[src/rtl/fpu_arbiter.sv]
// Two-requester round-robin front end for a shared FP add/mul unit.
// Each granted command holds the unit for LATENCY cycles, then waits in RESP until accepted.
module fpu_arbiter #(
   parameter int unsigned LATENCY = 2
) (
   input  logic         clk,
   input  logic         rst,
   input  logic [1:0]   req_valid,
   output logic [1:0]   req_ready,
   input  logic [130:0] req0_cmd,
   input  logic [130:0] req1_cmd,
   output logic [1:0]   fpu_operation,
   output logic         fpu_mode,
   output logic [63:0]  fpu_x,
   output logic [63:0]  fpu_y,
   input  logic [31:0]  fpu_result32,
   input  logic [63:0]  fpu_result64,
   input  logic         fpu_overflow,
   output logic         rsp_valid,
   input  logic         rsp_ready,
   output logic         rsp_id,
   output logic [63:0]  rsp_data,
   output logic         rsp_overflow,
   output logic         rsp_err,
   output logic [15:0]  done_count
);

   typedef enum logic [1:0] {
      IDLE  = 2'd0,
      ISSUE = 2'd1,
      RESP  = 2'd2
   } state_t;

   localparam logic [3:0] CNT_LOAD = 4'(LATENCY - 1);

   state_t        state_q, state_d;
   logic          last_q, last_d;
   logic [1:0]    op_q, op_d;
   logic          mode_q, mode_d;
   logic [63:0]   x_q, x_d;
   logic [63:0]   y_q, y_d;
   logic [3:0]    cnt_q, cnt_d;
   logic          id_q, id_d;
   logic [63:0]   data_q, data_d;
   logic          ovf_q, ovf_d;
   logic          err_q, err_d;
   logic [15:0]   done_q, done_d;

   logic [1:0]    grant;
   logic          hs;
   logic          sel;
   logic [130:0]  sel_cmd;
   logic [1:0]    sel_op;
   logic          sel_legal;

   // A requester wins when it is alone, or when both contend and the other one was served last.
   generate
      for (genvar gi = 0; gi < 2; gi++) begin : g_grant
         assign grant[gi] = (state_q == IDLE) && !rst && req_valid[gi] &&
                            (!req_valid[1 - gi] || (last_q != 1'(gi)));
      end
   endgenerate

   assign hs        = |grant;
   assign sel       = grant[1];
   assign sel_cmd   = sel ? req1_cmd : req0_cmd;
   assign sel_op    = sel_cmd[130:129];
   assign sel_legal = (sel_op == 2'd1) || (sel_op == 2'd2);

   always_comb begin
      state_d = state_q;
      last_d  = last_q;
      op_d    = op_q;
      mode_d  = mode_q;
      x_d     = x_q;
      y_d     = y_q;
      cnt_d   = cnt_q;
      id_d    = id_q;
      data_d  = data_q;
      ovf_d   = ovf_q;
      err_d   = err_q;
      done_d  = done_q;
      case (state_q)
         IDLE: begin
            if (hs) begin
               last_d = sel;
               id_d   = sel;
               op_d   = sel_op;
               if (sel_legal) begin
                  mode_d  = sel_cmd[128];
                  x_d     = sel_cmd[127:64];
                  y_d     = sel_cmd[63:0];
                  cnt_d   = CNT_LOAD;
                  state_d = ISSUE;
               end else begin
                  // Undefined opcodes never reach the unit; the operand drive keeps its old value.
                  data_d  = 64'd0;
                  ovf_d   = 1'b0;
                  err_d   = 1'b1;
                  state_d = RESP;
               end
            end
         end
         ISSUE: begin
            if (cnt_q == 4'd0) begin
               data_d  = mode_q ? fpu_result64 : {32'd0, fpu_result32};
               ovf_d   = fpu_overflow;
               err_d   = 1'b0;
               state_d = RESP;
            end else begin
               cnt_d = cnt_q - 4'd1;
            end
         end
         RESP: begin
            if (rsp_ready) begin
               done_d  = done_q + 16'd1;
               state_d = IDLE;
            end
         end
         default: state_d = IDLE;
      endcase
   end

   always_ff @(posedge clk) begin
      if (rst) begin
         state_q <= IDLE;
         last_q  <= 1'b1;
         op_q    <= 2'd0;
         mode_q  <= 1'b0;
         x_q     <= 64'd0;
         y_q     <= 64'd0;
         cnt_q   <= 4'd0;
         id_q    <= 1'b0;
         data_q  <= 64'd0;
         ovf_q   <= 1'b0;
         err_q   <= 1'b0;
         done_q  <= 16'd0;
      end else begin
         state_q <= state_d;
         last_q  <= last_d;
         op_q    <= op_d;
         mode_q  <= mode_d;
         x_q     <= x_d;
         y_q     <= y_d;
         cnt_q   <= cnt_d;
         id_q    <= id_d;
         data_q  <= data_d;
         ovf_q   <= ovf_d;
         err_q   <= err_d;
         done_q  <= done_d;
      end
   end

   assign req_ready     = grant;
   assign fpu_operation = (state_q == ISSUE) ? op_q : 2'd0;
   assign fpu_mode      = mode_q;
   assign fpu_x         = x_q;
   assign fpu_y         = y_q;
   assign rsp_valid     = (state_q == RESP);
   assign rsp_id        = id_q;
   assign rsp_data      = data_q;
   assign rsp_overflow  = ovf_q;
   assign rsp_err       = err_q;
   assign done_count    = done_q;

endmodule

[config.mk]
export PLATFORM = sky130hd
export DESIGN_NAME = fpu_arbiter
export DESIGN_NICKNAME = d
export VERILOG_FILES = /design/src/rtl/fpu_arbiter.sv
export SDC_FILE = /design/constraint.sdc
export NUM_CORES = 1
export LEC_CHECK = 0
export ABC_AREA = 1
export BUFFER_PORTS_ARGS = -buffer_cell sky130_fd_sc_hd__buf_2
export CAP_MARGIN = 40
export CORE_AREA = 2 2 223 225
export CTS_BUF_LIST = sky130_fd_sc_hd__clkbuf_8 sky130_fd_sc_hd__clkbuf_16
export DETAILED_ROUTE_END_ITERATION = 10
export DIE_AREA = 0 0 225 227
export MAX_ROUTING_LAYER = met4
export PLACE_DENSITY = 0.51
export SYNTH_ARGS = -nofsm -noshare
export SYNTH_HDL_FRONTEND = slang
export SYNTH_SLANG_ARGS = --single-unit
[constraint.sdc]
create_clock -name clk -period 2.5 [get_ports clk]
set_input_delay 0.125 -clock clk [delete_from_list [all_inputs] [get_ports clk]]
set_output_delay 0.125 -clock clk [all_outputs]
set_load 0.02 [all_outputs]
==> metrics.md, run 1 <==
| Metric | Value |
|---|---|
| Slowest stage delay, CP | 550 ps |
| F_max | 440 MHz |
| Finish-stage setup viols | 0 |
| Portion of the post-synthesis area used by sequential elements | 39.6% |
| Post-route clock skew | 14.1 ps |
| Routability Congestion | 0.857 |
| Met3 routed WL | 4060 um |
| Buffers and inverters on the worst path | 3 |
| Rel. slew slack | 50.4% |
| Number of global-route vias before repair | 14,300 |
| Total power | 16,400 uW |
| Cell seen most often among critical-path stages | sky130_fd_sc_hd__nand2_1 |
| Clock period minus final worst setup slack | 2270 ps |
| Yosys Warn Count | 0 |
| Global routing usage summed across all routing layers | 19.4% |
| CP startpoint kind | flop |
| Total vias in the final route | 14,900 |
| Average cell area after synthesis | 6.24 um2 |
| Compound-cell area share of the yosys netlist | 8.68% |
| Effective utilization at floorplan | 23.0% |
| Clock tree from TritonCTS | built |
| Count of H-tree levels built during CTS | 1 |
| Post-Synthesis Net Count | 2,155 |
| Initial antenna violation count | 14 |
| Clock Path Buffers | 3 |
| Result of the run | finished, final reports clean |
| Top cells by area in the synthesized netlist | sky130_fd_sc_hd__dfxtp_1 40%, sky130_fd_sc_hd__nand2_1 26%, sky130_fd_sc_hd__a21oi_1 7.7%, sky130_fd_sc_hd__nand4_1 7.2%, sky130_fd_sc_hd__nor2_1 6.7% |
| Synth Register Bits | 221 |
| Vias per cell | 4.54 |
| Hpwl dp | 34,600 um |
| Biggest fanout along the worst timing path | 63 |
| Post-Synth Adder-Cell Area | 0.336% |
| Post-DR wirelength/cell | 16.0 um |
| Largest delay share family, worst path | buffers and inverters |
| Setup crit end kind | flop |
| Post-Synth Simple-Gate Area | 42.1% |
| Number of max-slew violations in the final report | 0 |
| Top routing layer in use | met4 |
| Overall die height | 227 um |
| Ordered list of cells on the worst path | inv_2, nand2_1, nor2_2, nand2_4, buf_8, nand2_1, nand2_1, dlygate4sd3_1, nand4_1, a21oi_1 |
| Combined area of all synthesized cells | 11,200 um2 |
| Max cap viols | 0 |
| Met2 WL post-DR | 25,400 um |
| Largest area contributor in the netlist | sky130_fd_sc_hd__dfxtp_1 |
| XOR/XNOR Fraction of Synth Area | 0.235% |
| Total Die Area | 51,100 um2 |
| NumNets Final | 2,990 |
| Unrepaired setup endpoints after global routing | false |
| Number of DRC violations after detailed routing | 0 |
| Final hold violations | 0 |
| Class of the worst hold path | in -> reg |
| Cts bufs inserted | 26 |
| Count of routing violations after the opening detailed-route iteration | 693 |
| Initial DRT Pass Iterations | 5 |
| Portion of netlist area occupied by mux cells | 0% |
| Number of instances in the synthesized netlist | 1,788 |
| Share of final-layout standard cells stronger than drive strength 1 | 25.7% |
| Clock-pin slew of the registers on the worst-case setup and hold paths | 60 ps |
| Die Width | 225 um |
| Ports | 581 |
| Count of cell types in the netlist | 25 |
| Antenna Violating Nets Remaining | 0 |
| Routed WL | 52,600 um |
| Grt total ovfl | 0 |
| Start-to-end type of the worst setup path | reg -> reg |
| Main combinational cell family by area after synthesis | simple AND/OR/NAND/NOR gates |
| Wire length of the first global-routing pass | 76,800 um |
| Port-buffer cells | 580 |
| Slew at the pin closest to its max-slew limit | 744 ps |
| Count of standard-cell rows | 81 |
| Clock latency on the worst-skew pair | 550 ps |
| Area added between synthesis and finish | 69.4% |
| CTS sink cnt | 221 |
| Setup TNS | 0 ps |
| Root buffer cell | sky130_fd_sc_hd__clkbuf_16 |
| Slowest stage cell, crit path | sky130_fd_sc_hd__dlygate4sd3_1 |
| Worst vdd ir | 458 uV |
| Signal arrival time at the worst endpoint | 2750 ps |
| Power density normalized to cell area | 865 nW/um2 |
| Critical Path RT | 2970 ps |
| Share of the synthesized area in the top cell type | 39.6% |
| Area of the core | 48,500 um2 |
| Leak pwr | 0.00959 uW |
| Pin count of the biggest net entering global routing | 131 |
| Final period util | 90.9% |
| Routed met1 length | 21,200 um |
## where the power goes
part           switching (uW)  internal (uW)
combinational            4840           2730
clock                    1600           2480
sequential                412           4280
total                    6860           9490
## area by class of cell
class | count | area [um2]
diodes | 13 | 32.5
clock buffers | 31 | 731
clock inverters | 16 | 180
fillers | 5047 | 29600
inverters | 87 | 329
multi-input cells | 1339 | 5770
flip-flops and latches | 221 | 4430
well taps | 622 | 778
repair buffers | 948 | 6670
## layer usage
| layer | GRT usage [%] | vias to the layer above |
|---|---|---|
| li1 | - | 7363 |
| met1 | 21.5 | 6765 |
| met2 | 33.6 | 627 |
| met3 | 4.72 | 123 |
| met4 | 7.88 | 0 |
| met5 | - | - |
## registers in the layout, summed over array words and instances, names as in the netlist
signal / cells
cnt_q: 4
done_count: 16
fpu_mode: 1
fpu_x: 64
fpu_y: 64
last_q: 1
op_q: 2
rsp_data: 64
rsp_err: 1
rsp_id: 1
rsp_overflow: 1
state_q: 2
## logic make-up after synthesis
family / count (synthesis)
simple gates: 1141
flops: 221
fa+ha+maj: 3
compound gates: 192
buf+inv: 228
xor+xnor: 3
## worst min-delay path, delay by kind of cell
kind / cells / cell delay (ps)
simple gates: 3 / 300
buf+inv: 2 / 110
## Yosys cell counts
master and count:
sky130_fd_sc_hd__a21oi_1 171, sky130_fd_sc_hd__buf_1 13, sky130_fd_sc_hd__buf_2 60, sky130_fd_sc_hd__buf_4 8, sky130_fd_sc_hd__buf_6 6, sky130_fd_sc_hd__clkbuf_1 54, sky130_fd_sc_hd__dfxtp_1 221, sky130_fd_sc_hd__ha_1 3
sky130_fd_sc_hd__inv_1 84, sky130_fd_sc_hd__inv_2 3, sky130_fd_sc_hd__nand2_1 766, sky130_fd_sc_hd__nand2_2 4, sky130_fd_sc_hd__nand3_1 35, sky130_fd_sc_hd__nand3_2 2, sky130_fd_sc_hd__nand4_1 128, sky130_fd_sc_hd__nor2_1 199
sky130_fd_sc_hd__nor2_2 4, sky130_fd_sc_hd__nor2_4 2, sky130_fd_sc_hd__nor3_2 1, sky130_fd_sc_hd__o211ai_1 1, sky130_fd_sc_hd__o21ai_0 17, sky130_fd_sc_hd__o21ai_1 1, sky130_fd_sc_hd__o21bai_1 2, sky130_fd_sc_hd__xnor2_1 1
sky130_fd_sc_hd__xor2_1 2
## placed cells by master, fill, tap and decap left out, types with 3 or more instances in the layout
cell type	instances
sky130_fd_sc_hd__a21oi_1	171
sky130_fd_sc_hd__buf_12	9
sky130_fd_sc_hd__buf_2	579
sky130_fd_sc_hd__buf_4	23
sky130_fd_sc_hd__buf_6	3
sky130_fd_sc_hd__bufinv_16	4
sky130_fd_sc_hd__clkbuf_16	28
sky130_fd_sc_hd__clkbuf_8	4
sky130_fd_sc_hd__clkinv_2	5
sky130_fd_sc_hd__dfxtp_1	220
sky130_fd_sc_hd__diode_2	13
sky130_fd_sc_hd__dlygate4sd3_1	331
sky130_fd_sc_hd__ha_1	3
sky130_fd_sc_hd__inv_1	88
sky130_fd_sc_hd__inv_2	3
sky130_fd_sc_hd__nand2_1	764
sky130_fd_sc_hd__nand2_4	5
sky130_fd_sc_hd__nand3_1	35
sky130_fd_sc_hd__nand4_1	128
sky130_fd_sc_hd__nor2_1	199
sky130_fd_sc_hd__nor2_2	4
sky130_fd_sc_hd__o21ai_0	17
## through the flow
stage	utilization, %	hold slack, ps	instances	cell area [um2]	setup WS (ps)
global placement	30.0	445	2881	14600	389
floorplan	-	288	1788	11200	821
detailed placement	30.1	451	2883	14600	317
global route	39.0	6.65	3276	18900	40.5
finish	39.0	5.90	3277	18900	227
CTS	38.8	0.683	3261	18800	24.8
## worst paths after layout
path,start,end,slack [ps],cells past startpoint
min reg2reg,fpu_x[23]$_SDFFE_PP0P_,fpu_x[23]$_SDFFE_PP0P_,460,2
max reg2reg,state_q[1]$_SDFFE_PP0P_,fpu_x[20]$_SDFFE_PP0P_,230,10
min,fpu_overflow,rsp_overflow$_SDFFE_PP0P_,6,5
max,state_q[1]$_SDFFE_PP0P_,fpu_x[20]$_SDFFE_PP0P_,230,10
## repair_timing
item,CTS,global route
buffers inserted,0,1
hold buffers,331,0
setup endpoints to repair,0,17
hold endpoints to repair,187,0
resized for setup,0,8
Note: power is estimated with default switching activity, not from simulation.
==> run 2: changes to the inputs <==
==> config.mk (replaced) <==
export PLATFORM = sky130hd
export DESIGN_NAME = fpu_arbiter
export DESIGN_NICKNAME = d
export VERILOG_FILES = /design/src/rtl/fpu_arbiter.sv
export SDC_FILE = /design/constraint.sdc
export NUM_CORES = 1
export LEC_CHECK = 0
export BUFFER_PORTS_ARGS = -buffer_cell sky130_fd_sc_hd__buf_2
export CAP_MARGIN = 40
export CORE_AREA = 2 2 226 228
export CTS_BUF_LIST = sky130_fd_sc_hd__clkbuf_8 sky130_fd_sc_hd__clkbuf_16
export DETAILED_ROUTE_END_ITERATION = 10
export DIE_AREA = 0 0 228 230
export HOLD_SLACK_MARGIN = 0.08
export MAX_ROUTING_LAYER = met4
export PLACE_DENSITY = 0.45
export SYNTH_ARGS = -nofsm -noshare
export SYNTH_HDL_FRONTEND = slang
export SYNTH_SLANG_ARGS = --single-unit
==> metrics.md, run 2 <==
| Metric | Value |
|---|---|
| Result of the run | finished, final reports clean |
| Yosys Warn Count | 0 (unchanged) |
| Biggest fanout along the worst timing path | 45 (-29%) |
| Number of global-route vias before repair | 11,900 (-17%) |
| Final period util | 94.6% (+3.7 points) |
| Initial antenna violation count | 3 (-11) |
| Clock latency on the worst-skew pair | 580 ps (+30 ps) |
| Wire length of the first global-routing pass | 65,000 um (-15%) |
| Portion of the post-synthesis area used by sequential elements | 42.6% (+3.0 points) |
| Global routing usage summed across all routing layers | 15.8% (-3.7 points) |
| NumNets Final | 2,344 (-22%) |
| Largest area contributor in the netlist | sky130_fd_sc_hd__dfxtp_1 |
| Port-buffer cells | 580 (unchanged) |
| Clock tree from TritonCTS | built |
| Post-route clock skew | 22.9 ps (+8.74 ps) |
| Vias per cell | 4.33 (-4.5%) |
| Initial DRT Pass Iterations | 5 (unchanged) |
| Average cell area after synthesis | 9.73 um2 (+56%) |
| Top routing layer in use | met4 |
| Share of the synthesized area in the top cell type | 42.6% (+3.0 points) |
| Synth Flop Type | sky130_fd_sc_hd__dfxtp_1 |
| Pin count of the biggest net entering global routing | 72 (-45%) |
| Top cells by area in the synthesized netlist | sky130_fd_sc_hd__dfxtp_1 43%, sky130_fd_sc_hd__mux2i_1 25%, sky130_fd_sc_hd__nand2_1 7.5%, sky130_fd_sc_hd__a32oi_1 4.8%, sky130_fd_sc_hd__mux2_2 3.5% |
| Met2 WL post-DR | 21,400 um (-16%) |
| Overall die height | 230 um (+1.3%) |
| Count of cell types in the netlist | 50 (+100%) |
| Signal arrival time at the worst endpoint | 2810 ps (+60 ps) |
| Combined area of all synthesized cells | 10,400 um2 (-7.1%) |
| Hold Crit Depth | 4 (-1) |
| Die Width | 228 um (+1.3%) |
| Clock-pin slew of the registers on the worst-case setup and hold paths | 60 ps (about the same) |
| Total Die Area | 52,400 um2 (+2.7%) |
| Leading cell types by count after synthesis | 260 x sky130_fd_sc_hd__mux2i_1, 221 x sky130_fd_sc_hd__dfxtp_1, 208 x sky130_fd_sc_hd__nand2_1, 57 x sky130_fd_sc_hd__a32oi_1, 41 x sky130_fd_sc_hd__clkbuf_1 |
| Clock period minus final worst setup slack | 2360 ps (+92.3 ps) |
| Fillers | 5,069 (+0.44%) |
| Hpwl dp | 29,000 um (-16%) |
| Unrepaired setup endpoints after global routing | false |
| Number of max-slew violations in the final report | 0 (unchanged) |
| Fin Hold WS | 129 ps (+123 ps) |
| Post-DR wirelength/cell | 15.8 um (-1.8%) |
| Setup crit end kind | flop |
| Proportion of register bits with asynchronous set or reset after synthesis | 0% (unchanged) |
| Met3 routed WL | 2090 um (-49%) |
| Total vias in the final route | 11,600 (-22%) |
| Routed WL | 42,100 um (-20%) |
| Start-to-end type of the worst setup path | reg -> reg |
| Antenna Violating Nets Remaining | 0 (unchanged) |
| Share of final-layout standard cells stronger than drive strength 1 | 35.2% (+9.5 points) |
| Count of routing violations after the opening detailed-route iteration | 434 (-37%) |
| Total power | 10,900 uW (-33%) |
| Number of DRC violations after detailed routing | 0 (unchanged) |
| CTS sink cnt | 221 (unchanged) |
| Grt total ovfl | 0 (unchanged) |
| Leak pwr | 0.00963 uW (+0.38%) |
| Post-Synthesis Net Count | 1,433 (-34%) |
| Power density normalized to cell area | 587 nW/um2 (-32%) |
| Routed met1 length | 17,100 um (-19%) |
| Finish-stage setup viols | 0 (unchanged) |
| Effective utilization at floorplan | 20.8% (-2.2 points) |
| Most numerous cell in the Yosys netlist | sky130_fd_sc_hd__mux2i_1 |
| Number of instances in the synthesized netlist | 1,066 (-40%) |
| Count of flip-flops with a built-in enable after synthesis | 0 (unchanged) |
| Max cap viols | 0 (unchanged) |
| CP startpoint kind | flop |
| Slowest stage delay, CP | 590 ps (+40 ps) |
| Setup TNS | 0 ps (unchanged) |
| Length in cells of the worst reg-to-reg path | 7 (-3) |
| Root buffer cell | sky130_fd_sc_hd__clkbuf_16 |
| Ports | 581 (unchanged) |
| Count of H-tree levels built during CTS | 1 (unchanged) |
| Most common library cell in the layout ignoring fill and taps | sky130_fd_sc_hd__buf_2 |
| R2R Setup Slk | 140 ps (-90 ps) |
| Clock Path Buffers | 3 (unchanged) |
| Worst vdd ir | 519 uV (+13%) |
| Routability Congestion | 0.880 (+2.7%) |
| F_max | 423 MHz (-3.9%) |
| Critical Path RT | 2940 ps (-30 ps) |
| Most frequent cells in the layout | 580 x sky130_fd_sc_hd__buf_2, 362 x sky130_fd_sc_hd__dlygate4sd3_1, 260 x sky130_fd_sc_hd__mux2i_1 |
| Rel. slew slack | 62.4% (+12 points) |
| Count of standard-cell rows | 82 (+1.2%) |
| CTS resizes | 0 (unchanged) |
| Cts bufs inserted | 29 (+12%) |
| Ordered list of cells on the worst path | nor3_4, nand3_4, buf_12, buf_12, mux2i_1, dlygate4sd3_1, mux2i_1 |
| Slew at the pin closest to its max-slew limit | 564 ps (-180 ps) |
| Area of the core | 49,900 um2 (+2.7%) |
| Final hold violations | 0 (unchanged) |
| Class of the worst hold path | in -> reg |
| Synth Register Bits | 221 (unchanged) |
| Slowest stage cell, crit path | sky130_fd_sc_hd__dlygate4sd3_1 |
| Area added between synthesis and finish | 79.3% |
==> run 2: cell types whose count changed in the layout (fill, tap and decap cells not counted), moves of 31 or more <==
cell | previous run | this run
sky130_fd_sc_hd__nand4_1 | 128 | 13
sky130_fd_sc_hd__inv_1 | 88 | 10
sky130_fd_sc_hd__a32oi_1 | 0 | 57
sky130_fd_sc_hd__nor2_1 | 199 | 14
sky130_fd_sc_hd__dlygate4sd3_1 | 331 | 362
sky130_fd_sc_hd__mux2i_1 | 0 | 260
sky130_fd_sc_hd__nand2_1 | 764 | 208
sky130_fd_sc_hd__mux2_2 | 0 | 32
sky130_fd_sc_hd__a21oi_1 | 171 | 8
==> run 2: worst paths after layout <==
path | end | from
worst max-delay path | fpu_x[4]$_SDFFE_PP0P_ | state_q[1]$_SDFFE_PP0P_
worst min-delay path | cnt_q[2]$_SDFFE_PP0P_ | req_valid[1]
worst max register to register | fpu_x[4]$_SDFFE_PP0P_ | state_q[1]$_SDFFE_PP0P_
worst min register to register | fpu_x[40]$_SDFFE_PP0P_ | fpu_x[40]$_SDFFE_PP0P_
==> run 2: cells by family after synthesis <==
| family | synth area share (%) |
|---|---|
| AOI/OAI and AO/OA | 10.3 |
| muxes | 28.6 |
| xor gates and xnor gates | 0.929 |
| adders and majority gates | 0.362 |
| and+or+nand+nor | 12.0 |
| DFF | 42.6 |
| buffers and inverters | 5.23 |
==> run 2: final cells by class <==
| class | instances | area [um2] | area share [%] |
|---|---|---|---|
| Multi-Input combinational cell | 746 | 5450 | 29.3 |
| Inverter | 7 | 31.3 | 0.168 |
| Antenna cell | 2 | 5.00 | 0.0269 |
| Sequential cell | 221 | 4430 | 23.8 |
| Clock inverter | 15 | 123 | 0.659 |
| Timing Repair Buffer | 972 | 6900 | 37.1 |
| Tap cell | 672 | 841 | 4.52 |
| Clock buffer | 36 | 822 | 4.42 |
==> run 2: critical path: cells and delay by family (launching register included) <==
kind / cells / cell delay, ps
mux: 2 / 310
flops: 1 / 330
simple gates: 2 / 510
buf+inv: 3 / 980
==> run 2: stage by stage <==
step | area [um2] | setup WS [ps] | utilization, % | instances
CTS | 18600 | 154 | 37.3 | 2669
global route | 18600 | 37.1 | 37.3 | 2671
global placement | 14000 | 497 | 28.1 | 2256
floorplan | 10400 | 618 | - | 1066
detailed placement | 14000 | 429 | 28.1 | 2256
finish | 18600 | 135 | 37.3 | 2671
==> run 2: repair_timing <==
action                                 in CTS  in global routing
hold buffers                              362                  0
endpoints found under the hold margin     202                  0
setup buffers                               0                  0
==> run 2: power breakdown <==
part | internal (uW) | switching, uW | total, uW
Sequential | 3830 | 169 | 4000
Clock | 2420 | 1690 | 4110
Combinational | 1390 | 1410 | 2800
Total | 7640 | 3270 | 10900
==> run 2: per-layer routing <==
| layer | vias up | GRT usage (%) |
|---|---|---|
| met4 | 0 | 5.45 |
| met5 | - | - |
| met1 | 5468 | 17.6 |
| met2 | 359 | 28.1 |
| met3 | 91 | 3.01 |
| li1 | 5659 | - |
==> run 3: changes to the inputs <==
--- a/config.mk
+++ b/config.mk
@@ -7,13 +7,15 @@
 export LEC_CHECK = 0
 export BUFFER_PORTS_ARGS = -buffer_cell sky130_fd_sc_hd__buf_2
 export CAP_MARGIN = 40
-export CORE_AREA = 2 2 226 228
+export CELL_PAD_IN_SITES_DETAIL_PLACEMENT = 0
+export CELL_PAD_IN_SITES_GLOBAL_PLACEMENT = 1
+export CORE_AREA = 2 2 225 227
 export CTS_BUF_LIST = sky130_fd_sc_hd__clkbuf_8 sky130_fd_sc_hd__clkbuf_16
 export DETAILED_ROUTE_END_ITERATION = 10
-export DIE_AREA = 0 0 228 230
+export DIE_AREA = 0 0 227 229
 export HOLD_SLACK_MARGIN = 0.08
 export MAX_ROUTING_LAYER = met4
-export PLACE_DENSITY = 0.45
+export PLACE_DENSITY = 0.58
 export SYNTH_ARGS = -nofsm -noshare
 export SYNTH_HDL_FRONTEND = slang
 export SYNTH_SLANG_ARGS = --single-unit
==> metrics.md, run 3 (synthesis gave the netlist of run 2 again) <==
| Metric | Value |
|---|---|
| Slowest stage delay, CP | 600 ps (about the same) |
| Number of DRC violations after detailed routing | 0 (unchanged) |
| Vias per cell | 4.31 (-0.52%) |
| Post-DR wirelength/cell | 16.1 um (+2.0%) |
| R2R Setup Slk | 170 ps (+40 ps) |
| Biggest fanout along the worst timing path | 42 (-6.7%) |
| Post-route clock skew | 21.0 ps (-1.90 ps) |
| Share of final-layout standard cells stronger than drive strength 1 | 34.8% (-0.43 points) |
| Start-to-end type of the worst setup path | reg -> reg |
| Critical Path RT | 2930 ps (about the same) |
| Number of stages on the worst setup path | 6 (-1) |
| Count of H-tree levels built during CTS | 1 (unchanged) |
| Leak pwr | 0.00961 uW (-0.18%) |
| Clock period minus final worst setup slack | 2330 ps (-37.3 ps) |
| CP Capture Point | fpu_y[1]$_SDFFE_PP0P_ |
| Ordered list of cells on the worst path | nand2_1, nand3_4, buf_4, mux2i_1, dlygate4sd3_1, mux2i_1 |
| Clock Path Buffers | 3 (unchanged) |
| Die Width | 227 um (-0.44%) |
| Initial DRT Pass Iterations | 5 (unchanged) |
| Clock tree from TritonCTS | built |
| Cts bufs inserted | 28 (-3.4%) |
| Routed WL | 42,900 um (+2.0%) |
| Power density normalized to cell area | 587 nW/um2 (about the same) |
| Pin count of the biggest net entering global routing | 92 (+28%) |
| Routability Congestion | 0.874 (-0.67%) |
| Ports | 581 (unchanged) |
| Rel. slew slack | 49.2% (-13 points) |
| Total Die Area | 52,000 um2 (-0.87%) |
| Class of the worst hold path | in -> reg |
| Worst vdd ir | 385 uV (-26%) |
| Max cap viols | 0 (unchanged) |
| Buffers and inverters on the worst path | 2 (-1) |
| Cell seen most often among critical-path stages | sky130_fd_sc_hd__mux2i_1 |
| Start point of the critical path | last_q$_SDFFE_PP1P_ |
| Final hold violations | 0 (unchanged) |
| Port-buffer cells | 580 (unchanged) |
| Length in cells of the worst reg-to-reg path | 6 (-1) |
| Hpwl dp | 30,000 um (+3.6%) |
| Signal arrival time at the worst endpoint | 2760 ps (-50 ps) |
| CTS sink cnt | 221 (unchanged) |
| Grt total ovfl | 0 (unchanged) |
| Root buffer cell | sky130_fd_sc_hd__clkbuf_16 |
| Count of routing violations after the opening detailed-route iteration | 352 (-19%) |
| Area added between synthesis and finish | 78.8% |
| Clock-pin slew of the registers on the worst-case setup and hold paths | 60 ps (about the same) |
| Number of max-slew violations in the final report | 0 (unchanged) |
| NumNets Final | 2,339 (-0.21%) |
| Overall die height | 229 um (-0.43%) |
| Result of the run | finished, final reports clean |
| Total vias in the final route | 11,500 (-0.52%) |
| Wire length of the first global-routing pass | 66,000 um (+1.6%) |
| Final period util | 93.1% (-1.5 points) |
| Count of standard-cell rows | 82 (unchanged) |
| Slowest stage cell, crit path | sky130_fd_sc_hd__dlygate4sd3_1 |
| Count of placed standard cells including taps | 2,250 (-0.27%) |
| Setup slack at placement | 413 ps (-15.8 ps) |
| Fin Hold WS | 170 ps (+41.6 ps) |
| Area of the core | 49,700 um2 (-0.41%) |
| Crit Reg-Reg Startpoint | last_q$_SDFFE_PP1P_ |
| Most frequent cells in the layout | 580 x sky130_fd_sc_hd__buf_2, 364 x sky130_fd_sc_hd__dlygate4sd3_1, 260 x sky130_fd_sc_hd__mux2i_1 |
| Endpoint of the worst-slack reg-to-reg timing path | fpu_y[1]$_SDFFE_PP0P_ |
| Global routing usage summed across all routing layers | 16.5% (+0.73 points) |
| Effective utilization at floorplan | 20.9% (+0.086 points) |
| CP startpoint kind | flop |
| Initial antenna violation count | 5 (+2) |
| Setup crit end kind | flop |
| Final setup slack of the worst path | 172 ps (+37.3 ps) |
| Unrepaired setup endpoints after global routing | false |
| Setup TNS | 0 ps (unchanged) |
| Clock latency on the worst-skew pair | 570 ps (about the same) |
| Finish-stage setup viols | 0 (unchanged) |
| Slew at the pin closest to its max-slew limit | 761 ps (+198 ps) |
| Number of global-route vias before repair | 12,000 (+1.0%) |
| Antenna Violating Nets Remaining | 0 (unchanged) |
| Largest delay share family, worst path | buffers and inverters |
| Post-Layout Cell Count | 2,671 (unchanged) |
| Most common library cell in the layout ignoring fill and taps | sky130_fd_sc_hd__buf_2 |
| F_max | 430 MHz (+1.6%) |
## run 3: changes by cell type in the layout (fill, tap and decap cells not counted), sizes merged
cell         before  now
buf             610  604
diode             2    6
clkinv            6    3
inv              13   16
dlygate4sd3     362  364
bufinv            1    2
clkbuf           36   35
## run 3: worst reg2reg max path, delay by kind of cell, from the launching register on
| family | cells | cell delay, ps |
|---|---|---|
| buffers and inverters | 2 | 1140 |
| multiplexers | 2 | 460 |
| flip-flops | 1 | 350 |
| AND/OR/NAND/NOR | 2 | 250 |
## run 3: stage by stage
stage | util [%] | area, um2 | power, uW
final | 37.4 | 18600 | 10900
after global routing | 37.4 | 18600 | 11400
after CTS | 37.3 | 18500 | 11100
after detailed placement | 28.1 | 14000 | 6310
after global placement | 28.1 | 14000 | 6280
after floorplan | - | 10400 | 5350
## run 3: layout make-up
type,count,area (um2)
Clock inverter,16,140
Multi-Input combinational cell,746,5450
Tap cell,672,841
Clock buffer,35,797
Antenna cell,6,15.0
Fill cell,5133,31100
Inverter,7,31.3
Sequential cell,221,4430
Timing Repair Buffer,968,6850
## run 3: how the worst min path moves through the flow
| stage | from | endpoint | slack [ps] | depth (start not counted) |
|---|---|---|---|---|
| after CTS | req_valid[1] | cnt_q[2]$_SDFFE_PP0P_ | 120 | 4 |
| after detailed placement | fpu_result64[58] | rsp_data[58]$_SDFFE_PP0P_ | 340 | 3 |
| after floorplan | fpu_result64[37] | rsp_data[37]$_SDFFE_PP0P_ | 240 | 2 |
| after global placement | fpu_result64[59] | rsp_data[59]$_SDFFE_PP0P_ | 340 | 3 |
| final | req_valid[1] | cnt_q[2]$_SDFFE_PP0P_ | 170 | 4 |
| after global routing | req_valid[1] | cnt_q[2]$_SDFFE_PP0P_ | 170 | 4 |
## run 3: power by group
group,switching [uW],leakage (uW),internal (uW)
combinational,1430,0.00732,1390
sequential,155,0.00180,3830
clock,1640,0.000486,2440
total,3220,0.00961,7660
## run 3: what timing repair did
action,CTS,global route
resized for setup,0,0
setup endpoints to repair,0,0
buffers inserted,0,0
hold buffers,364,0
endpoints found under the hold margin,202,0
## run 3: per-layer routing
metal	wire, um	up-vias	GRT usage [%]
li1	-	5652	-
met2	21100	339	27.9
met1	17200	5426	18.5
met4	1750	0	6.33
met5	0	-	-
met3	2860	100	4.30
